$ cat src/rtl/fab_int_ccc_lock_ctrl.sv
// CCC PLL lock supervisor: pulses PLL reset, qualifies LOCK,
// then releases the GL0 fabric reset; retries on timeout.
module fab_int_ccc_lock_ctrl #(
  parameter int LOCK_STABLE_CYCLES  = 1024,
  parameter int LOCK_TIMEOUT_CYCLES = 40000,
  parameter int RST_HOLD_CYCLES     = 16,
  parameter int MAX_RETRIES         = 4,
  parameter int CNT_W               = 16,
  parameter int LOSS_CNT_W          = 8
) (
  input  logic                  CLK,
  input  logic                  RESET_N,
  input  logic                  LOCK,
  input  logic                  CLR_LOST,
  output logic                  PLL_ARST_N,
  output logic                  FABRIC_RESET_N,
  output logic                  READY,
  output logic                  LOCK_LOST,
  output logic [LOSS_CNT_W-1:0] LOSS_COUNT,
  output logic                  FAIL
);

  localparam int RTY_W = $clog2(MAX_RETRIES + 1);

  localparam logic [CNT_W-1:0] HOLD_LAST =
    CNT_W'(RST_HOLD_CYCLES - 1);
  localparam logic [CNT_W-1:0] TMO_LAST =
    CNT_W'(LOCK_TIMEOUT_CYCLES - 1);
  // entry to STABLE already accounts for the first sample
  localparam logic [CNT_W-1:0] STB_LAST =
    CNT_W'(LOCK_STABLE_CYCLES - 2);
  localparam logic [RTY_W-1:0] RTY_MAX =
    RTY_W'(MAX_RETRIES);

  typedef enum logic [2:0] {
    S_PLL_RST,
    S_WAIT_LOCK,
    S_STABLE,
    S_RUN,
    S_FAIL
  } state_t;

  state_t                r_state;
  logic [CNT_W-1:0]      r_cnt;
  logic [RTY_W-1:0]      r_rty;
  logic [1:0]            r_sync;
  logic                  r_pll_arst_n;
  logic                  r_fab_rst_n;
  logic                  r_ready;
  logic                  r_lost;
  logic [LOSS_CNT_W-1:0] r_loss;
  logic                  r_fail;
  logic                  w_lock_s;

  assign w_lock_s = r_sync[1];

  always_ff @(posedge CLK) begin
    if (!RESET_N) begin
      r_state      <= S_PLL_RST;
      r_cnt        <= '0;
      r_rty        <= '0;
      r_sync       <= '0;
      r_pll_arst_n <= 1'b0;
      r_fab_rst_n  <= 1'b0;
      r_ready      <= 1'b0;
      r_lost       <= 1'b0;
      r_loss       <= '0;
      r_fail       <= 1'b0;
    end else begin
      r_sync <= {r_sync[0], LOCK};
      // a loss event below overrides this clear
      if (CLR_LOST) r_lost <= 1'b0;
      unique case (r_state)
        S_PLL_RST: begin
          if (r_cnt == HOLD_LAST) begin
            r_state      <= S_WAIT_LOCK;
            r_cnt        <= '0;
            r_pll_arst_n <= 1'b1;
          end else begin
            r_cnt <= r_cnt + 1'b1;
          end
        end
        S_WAIT_LOCK: begin
          if (w_lock_s) begin
            r_state <= S_STABLE;
            r_cnt   <= '0;
          end else if (r_cnt == TMO_LAST) begin
            r_cnt <= '0;
            if (r_rty == RTY_MAX) begin
              r_state <= S_FAIL;
              r_fail  <= 1'b1;
            end else begin
              r_rty        <= r_rty + 1'b1;
              r_state      <= S_PLL_RST;
              r_pll_arst_n <= 1'b0;
            end
          end else begin
            r_cnt <= r_cnt + 1'b1;
          end
        end
        S_STABLE: begin
          if (!w_lock_s) begin
            r_state <= S_WAIT_LOCK;
            r_cnt   <= '0;
          end else if (r_cnt == STB_LAST) begin
            r_state     <= S_RUN;
            r_cnt       <= '0;
            r_rty       <= '0;
            r_fab_rst_n <= 1'b1;
            r_ready     <= 1'b1;
          end else begin
            r_cnt <= r_cnt + 1'b1;
          end
        end
        S_RUN: begin
          if (!w_lock_s) begin
            r_state     <= S_WAIT_LOCK;
            r_cnt       <= '0;
            r_fab_rst_n <= 1'b0;
            r_ready     <= 1'b0;
            r_lost      <= 1'b1;
            if (r_loss != '1) r_loss <= r_loss + 1'b1;
          end
        end
        S_FAIL: begin
          r_cnt <= '0;
        end
        default: begin
          r_state      <= S_PLL_RST;
          r_cnt        <= '0;
          r_pll_arst_n <= 1'b0;
          r_fab_rst_n  <= 1'b0;
          r_ready      <= 1'b0;
        end
      endcase
    end
  end

  assign PLL_ARST_N     = r_pll_arst_n;
  assign FABRIC_RESET_N = r_fab_rst_n;
  assign READY          = r_ready;
  assign LOCK_LOST      = r_lost;
  assign LOSS_COUNT     = r_loss;
  assign FAIL           = r_fail;

endmodule

$ cat config.mk
export PLATFORM = sky130hd
export DESIGN_NAME = fab_int_ccc_lock_ctrl
export DESIGN_NICKNAME = d
export VERILOG_FILES = /design/src/rtl/fab_int_ccc_lock_ctrl.sv
export SDC_FILE = /design/constraint.sdc
export NUM_CORES = 1
export LEC_CHECK = 0
export CORE_MARGIN = 5
export CORE_UTILIZATION = 60
export CTS_CLUSTER_DIAMETER = 40
export DETAILED_ROUTE_END_ITERATION = 10
export PLACE_DENSITY = 0.95
export RECOVER_POWER = 100
export SYNTH_ARGS = -nofsm -noshare
export SYNTH_HDL_FRONTEND = slang
export SYNTH_SLANG_ARGS = --single-unit
export TNS_END_PERCENT = 30
$ cat constraint.sdc
create_clock -name CLK -period 4.5 [get_ports CLK]
set_input_delay 1.35 -clock CLK [delete_from_list [all_inputs] [get_ports CLK]]
set_output_delay 1.35 -clock CLK [all_outputs]
set_load 0.05 [all_outputs]
* Yosys cells after proc, flatten, opt, wreduce, memory -nomap -nowiden
Cells that the tools add are included.
Cells by class: add/subtract/negate cells 3, equal/unequal tests 18, mux-type cells 33, bitwise operators 4, reduce and logical (&&, ||, !) cells 10
Operators by type and width (count):
- $mux 16 | 6
- $pmux 16 s4 | 1
- $mux 3 | 12
- $add 16x1->16 const B | 1
- $eq 16x10->1 const B | 1
- $eq 16x16->1 const B | 1
- $eq 16x4->1 const B | 1
- $pmux 3 s5 | 1
- $ne 2x2->1 const B | 7
- $mux 1 | 10
- $reduce_and 5->1 | 2
- $add 8x1->8 const B | 1
- $ne 8x8->1 const B | 1
- $reduce_and 4->1 | 2
- $eq 3x2->1 const B | 2
- $eq 3x3->1 const B | 2
- $ne 3x3->1 const B | 2
- $pmux 1 s3 | 2
- $pmux 3 s2 | 1
- $reduce_and 6->1 | 1
- $reduce_or 3->1 | 2
- $not 1->1 | 4
- $add 3x1->3 const B | 1
- $eq 3x1->1 const B | 1
- 3 further kinds | 3
Word-level totals: register bits 36, output and inout port bits 13

* Longest topological paths before layout
Gate-level depths: netlist of the first run.
depth in word-level cells 5, gate-level depth with buffers 9, depth with buffers taken out 8

* Least setup slack after synthesis of the first run
OpenSTA, ideal clock, no wires.
kind input to register, start point input port RESET_N, end point register r_cnt[7], data arrival time 2.355 ns, required time 4.378 ns, path slack 2.024 ns, cell stages on the path 5, path buffers 2, path through inv_1 > buf_1 > nor2_1 > clkbuf_1 > a221o_1
RTL lines:
- start, declared | RTL line 12 | input logic RESET_N,
- end signal, assigned | RTL line 80 | r_cnt <= r_cnt + 1'b1;
- end signal, assigned | RTL line 98 | r_cnt <= r_cnt + 1'b1;
- end signal, assigned | RTL line 112 | r_cnt <= r_cnt + 1'b1;
- end, declared | RTL line 44 | logic [CNT_W-1:0] r_cnt;

==> reports/metrics.cfg, run 1 <==
[outcome]
status = complete, no violations

[layout]
nFillCells = 252
utilization_pct = 69.18
multiInputGateArea_um2 = 1077
stdcell_area_um2 = 2112
final_cells = 290
nets = 255
syn_to_final_growth_pct = 11.13
seq_area_um2 = 720.7
n_antenna_cell = 0
drive_gt1_share_pct = 7.317

[power]
switching_share_pct = 23.13
clkPwrFrac_pct = 35.2
power_frac_seq_pct = 59.9
p_comb_share_pct = 4.9
power_leakage_nw = 0.7606
p_sw_mw = 0.1270
ir_drop_v = 0.0002549
p_int_mw = 0.4221
power_density_nw_per_um2 = 260.0
finalPower_mw = 0.5491

[yosys]
synth.cell_area_um2 = 1901
async_reset_ff_share_pct = 0
ys_seq_area_share_pct = 37.92
synth.distinct_cells = 51
synth_ff_type = dfxtp_1
avgSynthCellArea_um2 = 8.157
synth.top_cell.area_share_pct = 37.92
synth-seq-cells = 36
synth_area_leader_cell = dfxtp_1
yosys_warnings = 0
syn_inst = 233
synth_fp_nets = 242
synth_edf_count = 0
synthTopCellsByArea = dfxtp_1 38%, nor2_1 5.9%, nand3_1 5.8%, nand2_1 4.5%, a21oi_1 3.4%

[sta]
relSlewSlack_pct = 44.64
tns_ns = 0
hold_violations = 0
fmaxAchievable_mhz = 318.5
holdWs_ns = 0.4461
drv_slew = 0
rsz0062_at_grt = no
skew_ns = 0.01378
fin_ws_ns = 1.361
setup_viol = 0
period_needed_ns = 3.139
post-route-period-util_pct = 69.76
tightest_slew_ns = 0.8217

[setup_path]
path_max_fanout = 21
arrival_ns = 3.43
cp-end-kind = flop
critPathLaunchType = input pin
crit_chain = dlygate4sd3_1 > inv_1 > a31oi_1 > and3_1 > a221o_1
slowest_delay_ns = 0.70
r2r_cells = 8
worstSetupPathType = in2reg
cp.required_ns = 4.79
worst_path_max_delay_cell = a31oi_1

[clock_network]
numClockSinks = 36
clk_path_buf_depth = 2
numCtsBuffers = 5
root_buffer = clkbuf_4
h-tree-depth = 2
cts_setup_buffers = 0
hold_buffers = 0
tritoncts = yes
insertion_delay_ns = 0.34
cts_resized = 0
cts.clk_slew.worst_paths_ns = 0.11

[die]
die_y_um = 66.28
pin_count = 17
initial_core_util_pct = 62.25
design.die.area_um2 = 4393
rows = 20
die_w_um = 66.28
core_area_um2 = 3053

[grt]
grt_usage_pct = 19.83
grt_pass1_wl_mm = 6.713
grt_max_degree = 22
grt_pass1_vias = 1504
antenna_found_initial = 0
globalRouteOverflowTotal = 0

[placement]
io_buffers = 16
detailed_place.area_um2 = 2062
pre_cts_ws_ns = 1.079
gp_congestion = 0.8492
dpl.cell_count = 283
dpl.hpwl_mm = 2.813

[routing]
drc_errors = 0
wl_mm = 3.935
drt_iter0_markers = 170
route.vias.total = 1692
via_per_inst = 5.834
wl_per_cell_um = 13.57
dr.pass1.iters = 4
ant_nets = 0

[flow_run]
cap_violations = 0

[min_path]
hold_path_class = reg2reg
hold_path_depth = 1

flip-flops by register name (all words and copies together), names as in the netlist:
register,count
FAIL,1
LOCK_LOST,1
LOSS_COUNT,8
PLL_ARST_N,1
READY,1
r_cnt,16
r_rty,3
r_state,3
r_sync,2
worst max-delay path, delay by kind of cell:
family	cells	cell delay (ns)
AND/OR/NAND/NOR	1	0.26
buffers and inverters	2	1.02
AO/OA/AOI/OAI	2	0.80
power by group through the flow:
stage | registers [mW] | logic (mW) | clock network [mW]
after floorplan | 0.335 | 0.0197 | 0
final | 0.329 | 0.0269 | 0.193
after global routing | 0.330 | 0.0299 | 0.211
after CTS | 0.329 | 0.0279 | 0.195
after detailed placement | 0.336 | 0.0274 | 0
after global placement | 0.336 | 0.0258 | 0
layout by cell type, fill, tap and decap left out, types with 4 or more instances in the layout:
cell type,count
nand4_1,7
ha_1,5
dfxtp_1,36
dlygate4sd3_1,14
nor2_1,30
clkbuf_4,5
nand2_1,23
inv_1,9
nor4_1,4
a21oi_1,13
or3_1,4
o21ai_0,11
nand3_1,22
and3_1,5
xnor2_1,7
routing by layer:
layer / GRT usage [%] / wire [µm] / vias up
li1: - / - / 862
met1: 26.62 / 1845 / 775
met2: 29.99 / 1798 / 49
met3: 5.782 / 242 / 6
met4: 7.107 / 48 / 0
met5: 0 / 0 / -
final timing paths:
path | from | end | slack, ns
worst max register to register | r_cnt[0] | r_cnt[7] | 1.81
worst min register to register | r_sync[0] | r_sync[1] | 0.45
worst min-delay path | r_sync[0] | r_sync[1] | 0.45
worst max-delay path | RESET_N | r_cnt[7] | 1.36
synth_stat cells, drive strengths merged, types with 3 or more instances:
library cell   n
nand3         22
ha             5
o21ai         12
nor2          30
buf            4
or3            5
nand2         23
xnor2          7
nand4          7
dfxtp         36
xor2           3
o31ai          4
nand2b         3
nor4           4
inv            9
a21oi         13
clkbuf         6
or4            4
and2           3
and3           6
cell families (layout without fill, tap and decap cells):
logic type	after synthesis	in the layout	synth area share, %
AO/OA/AOI/OAI	44	44	16.59
XOR/XNOR	10	10	4.609
multiplexers	1	1	0.5267
AND/OR/NAND/NOR	118	118	32.46
flip-flops	36	36	37.92
buffers and inverters	19	32	4.608
adder cells (fa/ha/maj)	5	5	3.292
layout make-up:
cell class              count  share of cell area [%]
clock buffers               7                   3.081
well taps                  44                   2.607
flip-flops and latches     36                   34.12
inverters                   9                   1.600
multi-input cells         178                   51.01
repair buffers             16                   7.583
Power figures use the tool's default switching activity.
==> inputs of run 2 (changes only) <==
--- a/config.mk
+++ b/config.mk
@@ -6,10 +6,10 @@
 export NUM_CORES = 1
 export LEC_CHECK = 0
 export CORE_MARGIN = 5
-export CORE_UTILIZATION = 60
+export CORE_UTILIZATION = 57
 export CTS_CLUSTER_DIAMETER = 40
 export DETAILED_ROUTE_END_ITERATION = 10
-export PLACE_DENSITY = 0.95
+export PLACE_DENSITY = 0.91
 export RECOVER_POWER = 100
 export SYNTH_ARGS = -nofsm -noshare
 export SYNTH_HDL_FRONTEND = slang
==> constraint.sdc (replaced) <==
create_clock -name CLK -period 3.2 [get_ports CLK]
set_input_delay 0.96 -clock CLK [delete_from_list [all_inputs] [get_ports CLK]]
set_output_delay 0.96 -clock CLK [all_outputs]
set_load 0.05 [all_outputs]
==> run 2 against run 1 <==
Non-clock buffer count up 3. Global-route usage rose by 1.8 points. Sequential share of layout area shrank 0.28 points. Combinational power rose by 45%. Die area increased by 4.5%. Sequential power increased by 41%. Sequential cell count stayed put. First-iteration DRC count fell by 7.6%. Clock skew decreased by 0.0036 ns. Cell count grew 2.1%. Critical endpoint unchanged. Largest power group unchanged.
==> reports/metrics.cfg, run 2 (same netlist as run 1, synthesis figures left out) <==
[die]
design.die.area_um2 = 4589
die_w_um = 67.75
initial_core_util_pct = 57.87
die_y_um = 67.75
rows = 21
core_area_um2 = 3284
pin_count = 17

[placement]
detailed_place.area_um2 = 2087
io_buffers = 16
dpl.hpwl_mm = 2.918
dpl.cell_count = 288
pre_cts_ws_ns = 0.5802
gp_congestion = 0.8587

[power]
power_density_nw_per_um2 = 356.0
ir_drop_v = 0.0002084
power_leakage_nw = 0.7735
finalPower_mw = 0.7580

[clock_network]
cts.clk_slew.worst_paths_ns = 0.11
insertion_delay_ns = 0.35
clk_path_buf_depth = 2
numClockSinks = 36
root_buffer = clkbuf_4
numCtsBuffers = 5
cts_resized = 0
hold_buffers = 0
cts_setup_buffers = 0
tritoncts = yes
h-tree-depth = 2

[grt]
grt_pass1_wl_mm = 7.307
grt_pass1_vias = 1623
grt_max_degree = 14
globalRouteOverflowTotal = 0
grt_usage_pct = 21.64
antenna_found_initial = 0

[setup_path]
r2r_cells = 6
crit_family = simple AND/OR/NAND/NOR gates
crit_chain = or4_1 > or4_4 > o21ai_0 > a31oi_4 > and3_1 > a221o_1
critPathLaunchType = flop
r2r-end = r_cnt[7]
cp.required_ns = 3.46
r2r_start = r_cnt[11]
cp-end-kind = flop
worst_path_max_delay_cell = o21ai_0
cp-endpoint = r_cnt[7]
path_max_fanout = 9
reg2reg_setup_slack_ns = 0.32
arrival_ns = 3.13
cp.buffers_inverters = 0
cp_num_cells = 6
crit_start = r_cnt[11]
slowest_delay_ns = 0.63
worstSetupPathType = reg2reg

[routing]
route.vias.total = 1719
via_per_inst = 5.807
wl_per_cell_um = 14.11
ant_nets = 0
dr.pass1.iters = 4
wl_mm = 4.177
drt_iter0_markers = 157
drc_errors = 0

[sta]
post-route-period-util_pct = 89.93
setup_viol = 0
hold_violations = 0
fin_ws_ns = 0.3224
drv_slew = 0
fmaxAchievable_mhz = 347.5
relSlewSlack_pct = 46.36
tns_ns = 0
rsz0062_at_grt = no
holdWs_ns = 0.4474
tightest_slew_ns = 0.7961
skew_ns = 0.01020
period_needed_ns = 2.878

[layout]
final_cell_mix = 36 x dfxtp_1, 30 x nor2_1, 23 x nand2_1
syn_to_final_growth_pct = 12.05
nets = 258
utilization_pct = 64.84
n_antenna_cell = 0
regMostFlops = r_cnt
final_common_cell = dfxtp_1
final_cells = 296
largest_register_ffs = 16
seq_area_um2 = 720.7
drive_gt1_share_pct = 8.000
stdcell_area_um2 = 2130
nFillCells = 265
multiInputGateArea_um2 = 1077

[flow_run]
cap_violations = 0

[outcome]
status = complete, no violations

[min_path]
hold_path_class = reg2reg

[run 2: how the worst min path moves through the flow]
stage | slack [ns] | cells after the start | start | endpoint
6_report | 0.45 | 1 | r_sync[0] | r_sync[1]
5_1_grt | 0.47 | 1 | r_sync[0] | r_sync[1]
4_1_cts | 0.45 | 1 | r_sync[0] | r_sync[1]
3_5_place_dp | 0.43 | 1 | r_sync[0] | r_sync[1]
3_3_place_gp | 0.42 | 1 | r_sync[0] | r_sync[1]
2_1_floorplan | 0.41 | 1 | r_sync[0] | r_sync[1]
[run 2: power breakdown]
part	internal [mW]	switching, mW	total (mW)
Clock	0.104	0.152	0.256
Sequential	0.454	0.00902	0.463
Combinational	0.0162	0.0227	0.0389
[run 2: area by class of cell]
type,count,area share (%)
Sequential cell,36,33.84
Timing Repair Buffer,19,8.402
Multi-Input combinational cell,178,50.59
Tap cell,46,2.703
Clock inverter,2,0.4700
Inverter,9,1.586
Clock buffer,6,2.409
[run 2: per-layer routing]
| metal | track usage (%) | wire length (µm) | vias to the layer above |
|---|---|---|---|
| met5 | 0 | 0 | - |
| met4 | 10.63 | 87 | 0 |
| met3 | 6.822 | 244 | 9 |
| met2 | 34.14 | 2056 | 55 |
| met1 | 26.42 | 1788 | 791 |
| li1 | - | - | 864 |
